==> src/rtl/chan_sum_override.sv <==
// chan_sum_override: multi-lane, two-stage pipelined sum unit with a per-lane
// force/release override on the f result.
//   Stage 1 registers s = a + b per lane.
//   Stage 2 registers c = s, d = s + s, f = c + d (= 3s), all modulo 2^WIDTH.
// Ports:
//   clk, rst_n                      clock, asynchronous active-low reset
//   in_valid / in_ready             operand handshake (in_ready = pipeline enable)
//   in_a, in_b                      operands, lanes packed LSB-first
//   force_set, force_rel, force_val per-lane override pulses and value
//   out_valid / out_ready           result handshake
//   out_c, out_d, out_f             results; out_f shows override when forced
//   forced                          per-lane override active
module chan_sum_override #(
  parameter int unsigned WIDTH    = 16,
  parameter int unsigned CHANNELS = 4,
  parameter int unsigned REL_MODE = 0
) (
  input  logic                      clk,
  input  logic                      rst_n,
  input  logic                      in_valid,
  output logic                      in_ready,
  input  logic [CHANNELS*WIDTH-1:0] in_a,
  input  logic [CHANNELS*WIDTH-1:0] in_b,
  input  logic [CHANNELS-1:0]       force_set,
  input  logic [CHANNELS-1:0]       force_rel,
  input  logic [CHANNELS*WIDTH-1:0] force_val,
  output logic                      out_valid,
  input  logic                      out_ready,
  output logic [CHANNELS*WIDTH-1:0] out_c,
  output logic [CHANNELS*WIDTH-1:0] out_d,
  output logic [CHANNELS*WIDTH-1:0] out_f,
  output logic [CHANNELS-1:0]       forced
);

  localparam int unsigned VW = CHANNELS * WIDTH;

  typedef enum logic {StLive, StForced} ovr_state_e;

  logic          en;
  logic          v1_q, v2_q;
  logic [VW-1:0] s_q, c_q, d_q, f_q;
  logic [VW-1:0] s_sum, d_sum, f_sum;

  ovr_state_e    state_q [CHANNELS];
  ovr_state_e    state_d [CHANNELS];
  logic [VW-1:0] ovr_q, ovr_d;
  // Lane released but still showing the held override value (reg-style release).
  logic [CHANNELS-1:0] stale_q, stale_d;

  // Whole pipeline advances together; a stalled output freezes both stages.
  assign en        = !v2_q || out_ready;
  assign in_ready  = en;
  assign out_valid = v2_q;
  assign out_c     = c_q;
  assign out_d     = d_q;

  always_comb begin
    s_sum = '0;
    d_sum = '0;
    f_sum = '0;
    for (int unsigned k = 0; k < CHANNELS; k++) begin
      s_sum[k*WIDTH +: WIDTH] = in_a[k*WIDTH +: WIDTH] + in_b[k*WIDTH +: WIDTH];
      d_sum[k*WIDTH +: WIDTH] = s_q[k*WIDTH +: WIDTH] + s_q[k*WIDTH +: WIDTH];
      f_sum[k*WIDTH +: WIDTH] = d_sum[k*WIDTH +: WIDTH] + s_q[k*WIDTH +: WIDTH];
    end
  end

  always_ff @(posedge clk or negedge rst_n) begin
    if (!rst_n) begin
      v1_q <= 1'b0;
      v2_q <= 1'b0;
      s_q  <= '0;
      c_q  <= '0;
      d_q  <= '0;
      f_q  <= '0;
    end else if (en) begin
      v1_q <= in_valid;
      v2_q <= v1_q;
      if (in_valid) s_q <= s_sum;
      // Data registers only move on real beats so bubbles leave results intact.
      if (v1_q) begin
        c_q <= s_q;
        d_q <= d_sum;
        f_q <= f_sum;
      end
    end
  end

  always_comb begin
    ovr_d   = ovr_q;
    stale_d = stale_q;
    for (int unsigned k = 0; k < CHANNELS; k++) begin
      state_d[k] = state_q[k];
      // A valid stage-2 update replaces the held value with live data.
      if (en && v1_q) stale_d[k] = 1'b0;
      if (force_set[k]) begin
        // Set wins over a simultaneous release and reloads when already forced.
        state_d[k]              = StForced;
        ovr_d[k*WIDTH +: WIDTH] = force_val[k*WIDTH +: WIDTH];
        stale_d[k]              = 1'b0;
      end else if (force_rel[k] && (state_q[k] == StForced)) begin
        state_d[k] = StLive;
        stale_d[k] = (REL_MODE != 0);
      end
    end
  end

  always_ff @(posedge clk or negedge rst_n) begin
    if (!rst_n) begin
      for (int unsigned k = 0; k < CHANNELS; k++) state_q[k] <= StLive;
      ovr_q   <= '0;
      stale_q <= '0;
    end else begin
      for (int unsigned k = 0; k < CHANNELS; k++) state_q[k] <= state_d[k];
      ovr_q   <= ovr_d;
      stale_q <= stale_d;
    end
  end

  always_comb begin
    out_f  = f_q;
    forced = '0;
    for (int unsigned k = 0; k < CHANNELS; k++) begin
      forced[k] = (state_q[k] == StForced);
      if (forced[k] || stale_q[k]) out_f[k*WIDTH +: WIDTH] = ovr_q[k*WIDTH +: WIDTH];
    end
  end

endmodule
==> config.mk <==
export PLATFORM = sky130hd
export DESIGN_NAME = chan_sum_override
export DESIGN_NICKNAME = d
export VERILOG_FILES = /design/src/rtl/chan_sum_override.sv
export SDC_FILE = /design/constraint.sdc
export NUM_CORES = 1
export LEC_CHECK = 0
export ABC_AREA = 1
export BUFFER_PORTS_ARGS = -buffer_cell sky130_fd_sc_hd__buf_4
export CAP_MARGIN = 20
export CELL_PAD_IN_SITES_DETAIL_PLACEMENT = 0
export CELL_PAD_IN_SITES_GLOBAL_PLACEMENT = 2
export CORE_ASPECT_RATIO = 0.7
export CORE_MARGIN = 5
export CORE_UTILIZATION = 30
export CTS_CLUSTER_SIZE = 30
export DETAILED_ROUTE_END_ITERATION = 7
export PLACE_DENSITY = 0.84
export SKIP_CTS_REPAIR_TIMING = 1
export SLEW_MARGIN = 20
export SYNTH_ARGS = -nofsm -noshare
export SYNTH_HDL_FRONTEND = slang
export SYNTH_SLANG_ARGS = --single-unit
==> constraint.sdc <==
create_clock -name clk -period 2.5 [get_ports clk]
set_input_delay 0.5 -clock clk [delete_from_list [all_inputs] [get_ports clk]]
set_output_delay 0.5 -clock clk [all_outputs]
set_load 0.03 [all_outputs]
Yosys cells after proc, flatten, opt, wreduce, memory -nomap -nowiden:

Index checks and enable logic that the tools add are counted.

* reduce and logical (&&, ||, !) cells: 21
* $add $sub $neg: 12
* muxes and demuxes: 21

Operators by type and width (number)
* $add 16x16->16: 12
* $mux 16: 4
* $mux 1: 17
* $reduce_bool 3->1: 4
* $reduce_bool 2->1: 4
* $logic_and 1x1->1: 5
* $logic_or 1x1->1: 5
* $reduce_and 2->1: 2
* $logic_not 1->1: 1

* output and inout bits: 198
* register bits after elaboration: 330
* input bits: 204
* logic and storage cells: 72

Longest topological paths before layout:

* word-level depth: 6
* gate-level depth with buffers: 11
* depth with buffers taken out: 11

Worst setup path before layout:

No wires, ideal clock.

* path type: reg2out
* start: register state_q (netlist bit forced[0])
* end: output out_f[10]
* data arrival time: 1.727 ns
* required time: 2.000 ns
* path buffers: 1
* setup slack: 0.273 ns
* cell stages (with the launch flop): 4
* cell sequence: dfrtp_1 > clkinv_1 > buf_2 > o21ai_0

* longest elaborated chain between the ends: 2

RTL lines
* start: declaration: RTL line 44 `ovr_state_e state_q [CHANNELS];`
* $logic_or 1x1->1: RTL line 125 `if (forced[k] || stale_q[k]) out_f[k*WIDTH +: WIDTH] = ovr_q[k*WIDTH +: WIDTH];`
* $mux 16: RTL line 125
* end: declaration: RTL line 31 `output logic [CHANNELS*WIDTH-1:0] out_f,`

No other way between the ends.

Worst setup path in the final report:

* start: register state_q (netlist bit forced[2])
* end: output out_f[42]

Same word-level chain as after synthesis.

==> flow_summary_export.csv <==
group,metric,value,unit
run_status,status,"finished, final reports clean",
cells_and_area,fin_util,37.8,%
cells_and_area,drive_above_1_share,16.8,%
timing,hold_slack,131,ps
min_path,hold_path_class,"input pin to register",
cells_and_area,multiInputGateArea,8950,um2
power,comb_power_share,46.4,%
yosys,synth_area_per_cell,6.85,um2
power,vdd_drop_max,0.452,mV
setup_path,r2r_slack,460,ps
timing,fin_crit_sh,94.3,%
placement,dp_hpwl,47.9,mm
yosys,synth_cell_types,33,
power,p_sw,9240,uW
timing,worst_pin_slew,680,ps
timing,hold_viol,0,
routing,drt_iter0_drc,995,
timing,fin_crit,2360,ps
min_path,min_path_cells,2,
cells_and_area,most-common-layout-cells,"1,076 x nand2_1, 404 x buf_4, 355 x inv_1, 257 x dfrtp_1, 163 x o21ai_0",
power,clkPwrFrac,22.8,%
grt,antenna_found_initial,0,
run,cap_violations,0,
routing,dr_total_vias,16500,
timing,relSlewSlack,54.7,%
cells_and_area,layout_commonest_cell,"nand2_1",
yosys,synthCells,2568,
setup_path,reg2reg_depth,9,
floorplanning,core,58100,um2
setup_path,critPathCaptureType,"output pin",
setup_path,path_max_fanout,26,
timing,setup_viol,0,
power,internal_power,11700,uW
yosys,synth-async-reset-ratio,100,%
routing,antenna_left,0,
grt,grt_first_pass_wirelength,92.1,mm
cells_and_area,syn2layout_area_growth,25.0,%
timing,max_freq,0.424,GHz
placement,gp_congestion,0.856,
routing,via_per_inst,4.49,
setup_path,arrival,1860,ps
clock_tree,clock-sinks,258,
setup_path,startpoint_type,"register",
grt,track_usage,18.1,%
cells_and_area,nFillCells,6224,
yosys,synth_edf_count,0,
floorplanning,die_height,213,um
placement,portBuffers,397,
power,p_sw_share,44.1,%
timing,rsz0062_at_grt,"false",
floorplanning,start_util,30.2,%
power,power.leakage,0.0124,uW
clock_tree,root_buffer,"clkbuf_16",
routing,drc,0,
yosys,seq_area_frac_synth,36.7,%
floorplanning,die_w,299,um
routing,wl_per_cell,16.3,um
clock_tree,numCtsBuffers,31,
routing,routed_wirelength,59.7,mm
power,power.share.sequential,30.9,%
timing,final-max-slew-violation-count,0,
grt,overflow,0,
grt,grt_max_degree,136,
yosys,ys_ff_latch,258,
clock_tree,clk_latency,570,ps
grt,grt_pass1_vias,15600,
clock_tree,cts_tree,"yes",
routing,first_pass_iters,6,
yosys,ys.flop_type,"dfrtp_1",
clock_tree,clk_path_buf_depth,3,
floorplanning,pin_count,402,
setup_path,crit_type,"register to output pin",
floorplanning,num_rows,74,
clock_tree,ctsHtreeMaxLevel,1,
cells_and_area,final_nets,3218,
cells_and_area,ff_latch_area,6460,um2
clock_tree,path_clk_slew,60,ps
yosys,yosys_warnings,0,
yosys,syn_area,17600,um2
timing,fin_skew,23.6,ps
floorplanning,die_area,63600,um2
cells_and_area,diodes,0,
setup_path,required,2000,ps
power,p_per_area,953,nW/um2
-- synth_stat cells, types with 14 or more instances --
library cell,count,area [um2]
o21ai_0,166,831
inv_1,355,1330
xnor2_1,28,245
a21oi_1,62,310
nand2_1,1076,4040
or2_1,14,87.6
buf_4,80,601
nand3_1,151,756
nor3_1,20,100
buf_2,31,155
nor2_1,89,334
dfrtp_1,258,6460
ha_1,116,1450
clkbuf_1,14,52.6
o21ai_1,19,95.1
nand3b_1,19,143
-- metrics by stage --
| step | setup WS (ps) | setup TNS [ps] | std cells | total power (uW) | cell area [um2] |
|---|---|---|---|---|---|
| floorplan | 273 | 0 | 2571 | 12900 | 17600 |
| global placement | 354 | 0 | 3614 | 16200 | 20900 |
| detailed placement | 333 | 0 | 3614 | 16300 | 20900 |
| CTS | -309 | -3110 | 3667 | 21200 | 22000 |
| global route | 14.6 | 0 | 3670 | 22500 | 22000 |
| finish | 142 | 0 | 3670 | 20900 | 22000 |
-- final timing paths --
check | to | startpoint
max in group asynchronous | f_q[53] | rst_n
worst max-delay path | out_f[42] | forced[2]
min in group asynchronous | out_c[62] | rst_n
worst min register to register | f_q[34] | f_q[34]
worst min-delay path | forced[3] | force_rel[3]
worst max register to register | f_q[23] | s_q[17]
-- power groups by stage --
| stage | registers (uW) | logic [uW] | clock network (uW) |
|---|---|---|---|
| 2_1_floorplan | 6720 | 6140 | 0 |
| 3_3_place_gp | 6530 | 9690 | 0 |
| 3_5_place_dp | 6560 | 9730 | 0 |
| 4_1_cts | 6500 | 9760 | 4930 |
| 5_1_grt | 6650 | 10800 | 5080 |
| 6_report | 6470 | 9710 | 4760 |
-- logic make-up (layout without fill, tap and decap cells) --
group | after synthesis | in the layout | synth area share (%)
adders and majority gates | 124 | 124 | 9.17
DFF | 258 | 258 | 36.7
AOI/OAI and AO/OA | 253 | 253 | 7.30
other | 1 | 4 | 0.0213
xor gates and xnor gates | 38 | 38 | 1.89
and+or+nand+nor | 1405 | 1405 | 32.5
buffers and inverters | 489 | 828 | 12.4
-- final cells by class --
| type | count | area share (%) |
|---|---|---|
| clock buffers | 42 | 3.99 |
| clock inverters | 11 | 0.877 |
| inverters | 362 | 6.21 |
| multi-input cells | 1824 | 40.7 |
| flip-flops and latches | 258 | 29.4 |
| well taps | 760 | 4.33 |
| repair buffers | 412 | 14.5 |
| repair inverters | 1 | 0.0342 |
-- state kept, by name (all words and copies together) (netlist names) --
register / cells
out_c: 64
ovr_q: 64
out_valid: 1
f_q: 60
v1_q: 1
forced: 4
s_q: 64
-- metal layers --
metal | global-route usage [%] | share of wire (%) | vias to the layer above
met4 | 2.40 | 1.1 | 0
met1 | 31.4 | 57 | 7553
met2 | 23.7 | 37 | 354
met5 | 0 | 0 | -
li1 | - | - | 8526
met3 | 2.00 | 4.6 | 39
-- worst max-delay path, stage by stage (launching register included) --
cell	delay, ps
dfrtp_1	480
clkinv_1	120
buf_4	220
o21ai_0	250
buf_4	210
No activity file was read; power rests on OpenSTA's default activity.
